### config.mk
export PLATFORM = sky130hd
export DESIGN_NAME = lector_destinos
export DESIGN_NICKNAME = d
export VERILOG_FILES = /design/src/rtl/lector_destinos_pkg.sv /design/src/rtl/lector_destinos_rr_arb2.sv /design/src/rtl/lector_destinos.sv
export SDC_FILE = /design/constraint.sdc
export NUM_CORES = 1
export LEC_CHECK = 0
export BUFFER_PORTS_ARGS = -buffer_cell sky130_fd_sc_hd__buf_2
export CELL_PAD_IN_SITES_DETAIL_PLACEMENT = 2
export CELL_PAD_IN_SITES_GLOBAL_PLACEMENT = 2
export CORE_MARGIN = 5
export CORE_UTILIZATION = 32
export DETAILED_ROUTE_END_ITERATION = 6
export GPL_TIMING_DRIVEN = 0
export PLACE_DENSITY_LB_ADDON = 0.1
export SLEW_MARGIN = 40
export SYNTH_ARGS = -nofsm -noshare
export SYNTH_HDL_FRONTEND = slang
export SYNTH_HIERARCHICAL = 1
export SYNTH_SLANG_ARGS = --single-unit
### constraint.sdc
create_clock -name clk -period 2.4 [get_ports clk]
set_input_delay 0.24 -clock clk [delete_from_list [all_inputs] [get_ports clk]]
set_output_delay 0.24 -clock clk [all_outputs]
set_load 0.05 [all_outputs]
### src/rtl/lector_destinos_pkg.sv
// ============================================================================
// Module   : lector_destinos_pkg
// Brief    : Shared state encodings, source identifiers and default word width
//            for the destination-FIFO drain logic.
// Revision : 1.0 - initial release
// ============================================================================
`default_nettype none

package lector_destinos_pkg;

    localparam int c_BW_DEFAULT = 6;

    typedef enum logic [1:0] {
        ST_IDLE  = 2'd0,
        ST_READ  = 2'd1,
        ST_ERROR = 2'd2
    } state_t;

    localparam logic SRC_D0 = 1'b0;
    localparam logic SRC_D1 = 1'b1;

endpackage

`default_nettype wire

### src/rtl/lector_destinos_rr_arb2.sv
// ============================================================================
// Module   : rr_arb2
// Brief    : Two-request round-robin arbiter; the pointer remembers the last
//            source served so that a tie goes to the other one.
// Revision : 1.0 - initial release
// ============================================================================
`default_nettype none

module rr_arb2
    import lector_destinos_pkg::*;
(
    input  logic       clk,
    input  logic       reset_L,
    input  logic       clr,
    input  logic [1:0] req,
    output logic [1:0] grant
);

    logic r_last;

    always_comb begin
        grant = req;
        if (req == 2'b11) begin
            grant = (r_last == SRC_D1) ? 2'b01 : 2'b10;
        end
    end

    always_ff @(posedge clk or negedge reset_L) begin
        if (!reset_L) begin
            r_last <= SRC_D1;
        end else if (clr) begin
            r_last <= SRC_D1;
        end else if (|grant) begin
            r_last <= grant[1];
        end
    end

endmodule

`default_nettype wire

### src/rtl/lector_destinos.sv
// ============================================================================
// Module   : lector_destinos
// Brief    : Pops destination FIFOs D0/D1 round-robin, merges them onto one
//            stream, counts words per source and checks the destination bit.
// Revision : 1.0 - initial release
// ============================================================================
`default_nettype none

module lector_destinos
    import lector_destinos_pkg::*;
#(
    parameter int BW       = c_BW_DEFAULT,
    parameter int DEST_BIT = 4,
    parameter int CNT_W    = 8
) (
    input  logic             clk,
    input  logic             reset_L,
    input  logic             init,
    input  logic             pause,
    input  logic             D0_empty,
    input  logic             D0_error_output,
    input  logic [BW-1:0]    D0_data_out,
    output logic             D0_rd,
    input  logic             D1_empty,
    input  logic             D1_error_output,
    input  logic [BW-1:0]    D1_data_out,
    output logic             D1_rd,
    output logic             out_valid,
    output logic [BW-1:0]    out_data,
    output logic             out_src,
    output logic [CNT_W-1:0] cnt_D0,
    output logic [CNT_W-1:0] cnt_D1,
    output logic             mismatch_err,
    output logic             error_out,
    output logic             idle_out
);

    state_t            r_state;
    logic              r_idle;
    logic              r_error;
    logic              r_pend;
    logic              r_pend_src;
    logic              r_valid;
    logic [BW-1:0]     r_data;
    logic              r_src;
    logic [CNT_W-1:0]  r_cnt_d0;
    logic [CNT_W-1:0]  r_cnt_d1;
    logic              r_mismatch;

    logic              w_any_err;
    logic              w_frozen;
    logic [1:0]        w_req;
    logic [1:0]        w_grant;
    logic [BW-1:0]     w_word;

    assign w_any_err = D0_error_output | D1_error_output;
    // Any error flag blocks both FIFOs at once, not just the one that raised it.
    assign w_frozen  = ~reset_L | init | pause | w_any_err | (r_state == ST_ERROR);
    assign w_req     = {~D1_empty & ~w_frozen, ~D0_empty & ~w_frozen};

    rr_arb2 u_arb (
        .clk     (clk),
        .reset_L (reset_L),
        .clr     (init),
        .req     (w_req),
        .grant   (w_grant)
    );

    assign D0_rd = w_grant[0];
    assign D1_rd = w_grant[1];

    // FIFO read data appears the cycle after the pop; remember who was popped.
    always_ff @(posedge clk or negedge reset_L) begin
        if (!reset_L) begin
            r_pend     <= 1'b0;
            r_pend_src <= SRC_D0;
        end else begin
            r_pend     <= |w_grant;
            r_pend_src <= w_grant[1];
        end
    end

    assign w_word = (r_pend_src == SRC_D1) ? D1_data_out : D0_data_out;

    always_ff @(posedge clk or negedge reset_L) begin
        if (!reset_L) begin
            r_valid    <= 1'b0;
            r_data     <= '0;
            r_src      <= SRC_D0;
            r_cnt_d0   <= '0;
            r_cnt_d1   <= '0;
            r_mismatch <= 1'b0;
        end else begin
            r_valid <= r_pend;
            if (r_pend) begin
                r_data <= w_word;
                r_src  <= r_pend_src;
            end
            if (init) begin
                r_cnt_d0   <= '0;
                r_cnt_d1   <= '0;
                r_mismatch <= 1'b0;
            end else if (r_pend) begin
                if (r_pend_src == SRC_D1) begin
                    r_cnt_d1 <= r_cnt_d1 + CNT_W'(1);
                end else begin
                    r_cnt_d0 <= r_cnt_d0 + CNT_W'(1);
                end
                if (w_word[DEST_BIT] != r_pend_src) begin
                    r_mismatch <= 1'b1;
                end
            end
        end
    end

    always_ff @(posedge clk or negedge reset_L) begin
        if (!reset_L) begin
            r_state <= ST_IDLE;
            r_idle  <= 1'b1;
            r_error <= 1'b0;
        end else if (init) begin
            r_state <= ST_IDLE;
            r_idle  <= 1'b1;
            r_error <= 1'b0;
        end else begin
            case (r_state)
                ST_IDLE: begin
                    if (w_any_err) begin
                        r_state <= ST_ERROR;
                        r_idle  <= 1'b0;
                        r_error <= 1'b1;
                    end else if (~D0_empty | ~D1_empty) begin
                        r_state <= ST_READ;
                        r_idle  <= 1'b0;
                    end
                end
                ST_READ: begin
                    if (w_any_err) begin
                        r_state <= ST_ERROR;
                        r_error <= 1'b1;
                    end else if (D0_empty & D1_empty & ~r_pend) begin
                        r_state <= ST_IDLE;
                        r_idle  <= 1'b1;
                    end
                end
                ST_ERROR: begin
                    r_state <= ST_ERROR;
                end
                default: begin
                    r_state <= ST_IDLE;
                    r_idle  <= 1'b1;
                    r_error <= 1'b0;
                end
            endcase
        end
    end

    assign out_valid    = r_valid;
    assign out_data     = r_data;
    assign out_src      = r_src;
    assign cnt_D0       = r_cnt_d0;
    assign cnt_D1       = r_cnt_d1;
    assign mismatch_err = r_mismatch;
    assign error_out    = r_error;
    assign idle_out     = r_idle;

endmodule

`default_nettype wire
==> qor.yml <==
outcome:
  status: "complete, no violations"
yosys:
  ys_top_cells_by_area: "dfrtp_1 (50%), nor2_1 (7.1%), xor2_1 (6.5%), mux2i_1 (4.7%), a21oi_1 (4.4%)"
  yosys_warnings: 6
  synth_ff_type: "dfrtp_1"
  synthCells: 146
  syn-cell-area_sq_um: 1490
  synth.top_cell.area_share: 0.504
  yosys.area.top_type: "dfrtp_1"
  ys_seq_area_frac: 0.539
  avgSynthCellArea_sq_um: 10.2
  synth_enable_flop_cells: 0
  synth_nets: 168
  synth-seq-cells: 32
  async_flop_share: 1.00
  yosys.cell_types.count: 32
clock_tree:
  postCtsHoldBufs: 0
  htree_levels: 2
  cts_resized: 0
  clock_latency_ns: 0.28
  path_clk_slew_ns: 0.07
  cts_root_buffer: "clkbuf_8"
  cts_buffers: 5
  post_cts_buffers: 0
  cts_tree: "done"
  cts.path.max_buffers: 2
  clock_sinks: 32
routing:
  wl_per_cell_um: 16.8
  antenna_left: 0
  avgViaCountPerCell: 4.92
  drt_wl_total_um: 4290
  dr.pass1.iters: 4
  dr_wl_met2_um: 2090
  vias: 1255
  drt-met1-wl_um: 1930
  dr_wl_met3_um: 218
  top_layer: "met4"
  drt_iter0_drc: 27
  drc: 0
cells_and_area:
  diodes: 0
  final_area_sq_um: 1920
  syn2layout_area_growth_pct: 29.2
  layout_common_cells: "buf_2 (49), dfrtp_1 (30), nor2_1 (28), a21oi_1 (13)"
  layout_commonest_cell: "buf_2"
  drive_gt1_frac: 0.330
  fin_nets: 225
sta:
  rsz0062_at_grt: "false"
  fmax_mhz: 488
  fin_crit_sh: 0.854
  worst_slack_ns: 0.351
  finalClockSkew_ns: 0.00377
  tightestPinTransition_ns: 0.529
  timing.hold.ws_ns: 0.148
  maxSlewViolCount: 0
  fin_crit_ns: 2.05
  fin_tns_setup_ns: 0
  finalHoldViolCount: 0
  setup_viol: 0
  slew_headroom: 0.647
die:
  dieArea_sq_um: 6120
  initial_core_util: 0.335
  io_pins: 49
  die_w_um: 78.2
  rows: 24
  fp.dieH_um: 78.2
  core_area_sq_um: 4440
grt:
  antenna_found_initial: 0
  grt_usage: 0.150
  grt_start_max_net_pins: 34
  grt_pass1_wl_um: 7190
  grt_overflow: 0
  grt_pass1_vias: 1422
worst_setup_path:
  crit_required_ns: 2.16
  crit_type: "input port to output port"
  crit_path_max_fanout: 4
  worstSetupStartpointType: "input port"
  end_kind: "output port"
  critPathArrivalTime_ns: 1.81
placement:
  numPortBuffers: 48
  gp_congestion: 0.744
  preCtsSetupSlack_ns: 0.295
  dp_hpwl_um: 3140
  dpl-instance-area_sq_um: 1790
power:
  ir_drop_mv: 0.258
  finalPower_mw: 1.28
  power.density_nw_per_um2: 667
  p_leak_nw: 0.946
flow_run:
  drv_cap: 0
hold_path:
  min_path_type: "input port to flop"
==> worst paths after layout <==
check / slack (ns) / end / startpoint / depth (start not counted)
min in group asynchronous: 0.49 / u_arb/r_last / reset_L / 2
max: 0.35 / D0_rd / reset_L / 6
max reg2reg: 0.74 / r_pend / r_state[0] / 7
max in group asynchronous: 1.74 / cnt_D1[3] / reset_L / 3
min: 0.15 / u_arb/r_last / init / 2
min reg2reg: 0.45 / out_valid / r_pend / 0
==> worst max-delay path, stage by stage <==
cell,delay [ns]
dlygate4sd3_1,0.53
buf_4,0.16
nand4b_1,0.15
nor2_1,0.16
a21boi_0,0.25
buf_2,0.32
==> synth_stat cells, types with 3 or more instances <==
| library cell | count |
|---|---|
| dfrtp_1 | 30 |
| nor2_1 | 28 |
| a21oi_1 | 13 |
| nand2_1 | 11 |
| xor2_1 | 11 |
| mux2i_1 | 7 |
| inv_1 | 4 |
| o21ai_0 | 4 |
| and3_1 | 3 |
| clkbuf_1 | 3 |
| nand4_1 | 3 |
| nor3_1 | 3 |
==> final cells by class <==
class	instances	area, sq um
Buffer	7	36.3
Clock buffer	7	96.3
Fill cell	490	2520
Inverter	4	15.0
Multi-Input combinational cell	103	634
Sequential cell	32	803
Tap cell	52	65.1
Timing Repair Buffer	50	273
==> metrics by stage <==
| step | std cells | utilization |
|---|---|---|
| after floorplan | 146 | - |
| after global placement | 246 | 0.404 |
| after detailed placement | 246 | 0.404 |
| after CTS | 253 | 0.425 |
| after global routing | 255 | 0.433 |
| final | 255 | 0.433 |
==> cell families (layout without fill, tap and decap cells) <==
group	count (synthesis)	after routing	share of synthesized area
AND/OR/NAND/NOR	58	58	0.187
flip-flops	32	32	0.539
AO/OA/AOI/OAI	23	23	0.0983
XOR/XNOR	13	13	0.0765
buffers and inverters	11	68	0.0344
multiplexers	7	7	0.0471
adder cells (fa/ha/maj)	2	2	0.0168
==> per-layer routing <==
| layer | global-route usage | vias up |
|---|---|---|
| li1 | - | 603 |
| met1 | 0.183 | 613 |
| met2 | 0.254 | 32 |
| met3 | 0.0400 | 7 |
| met4 | 0.0524 | 0 |
| met5 | 0 | - |
==> flip-flops by register name, indices dropped and copies added (netlist names) <==
| register | count |
|---|---|
| out_valid | 1 |
| r_pend | 1 |
| r_state | 2 |
| error_out | 1 |
| cnt_D1 | 8 |
| out_data | 6 |
| r_pend_src | 1 |
| out_src | 1 |
| u_arb/r_last | 1 |
| idle_out | 1 |
| cnt_D0 | 8 |
| mismatch_err | 1 |
==> power breakdown <==
| part | total (mW) | switching, mW | internal (mW) |
|---|---|---|---|
| sequential | 0.595 | 0.0216 | 0.573 |
| clock | 0.456 | 0.200 | 0.255 |
| combinational | 0.232 | 0.175 | 0.0573 |
Power figures use the tool's default switching activity.
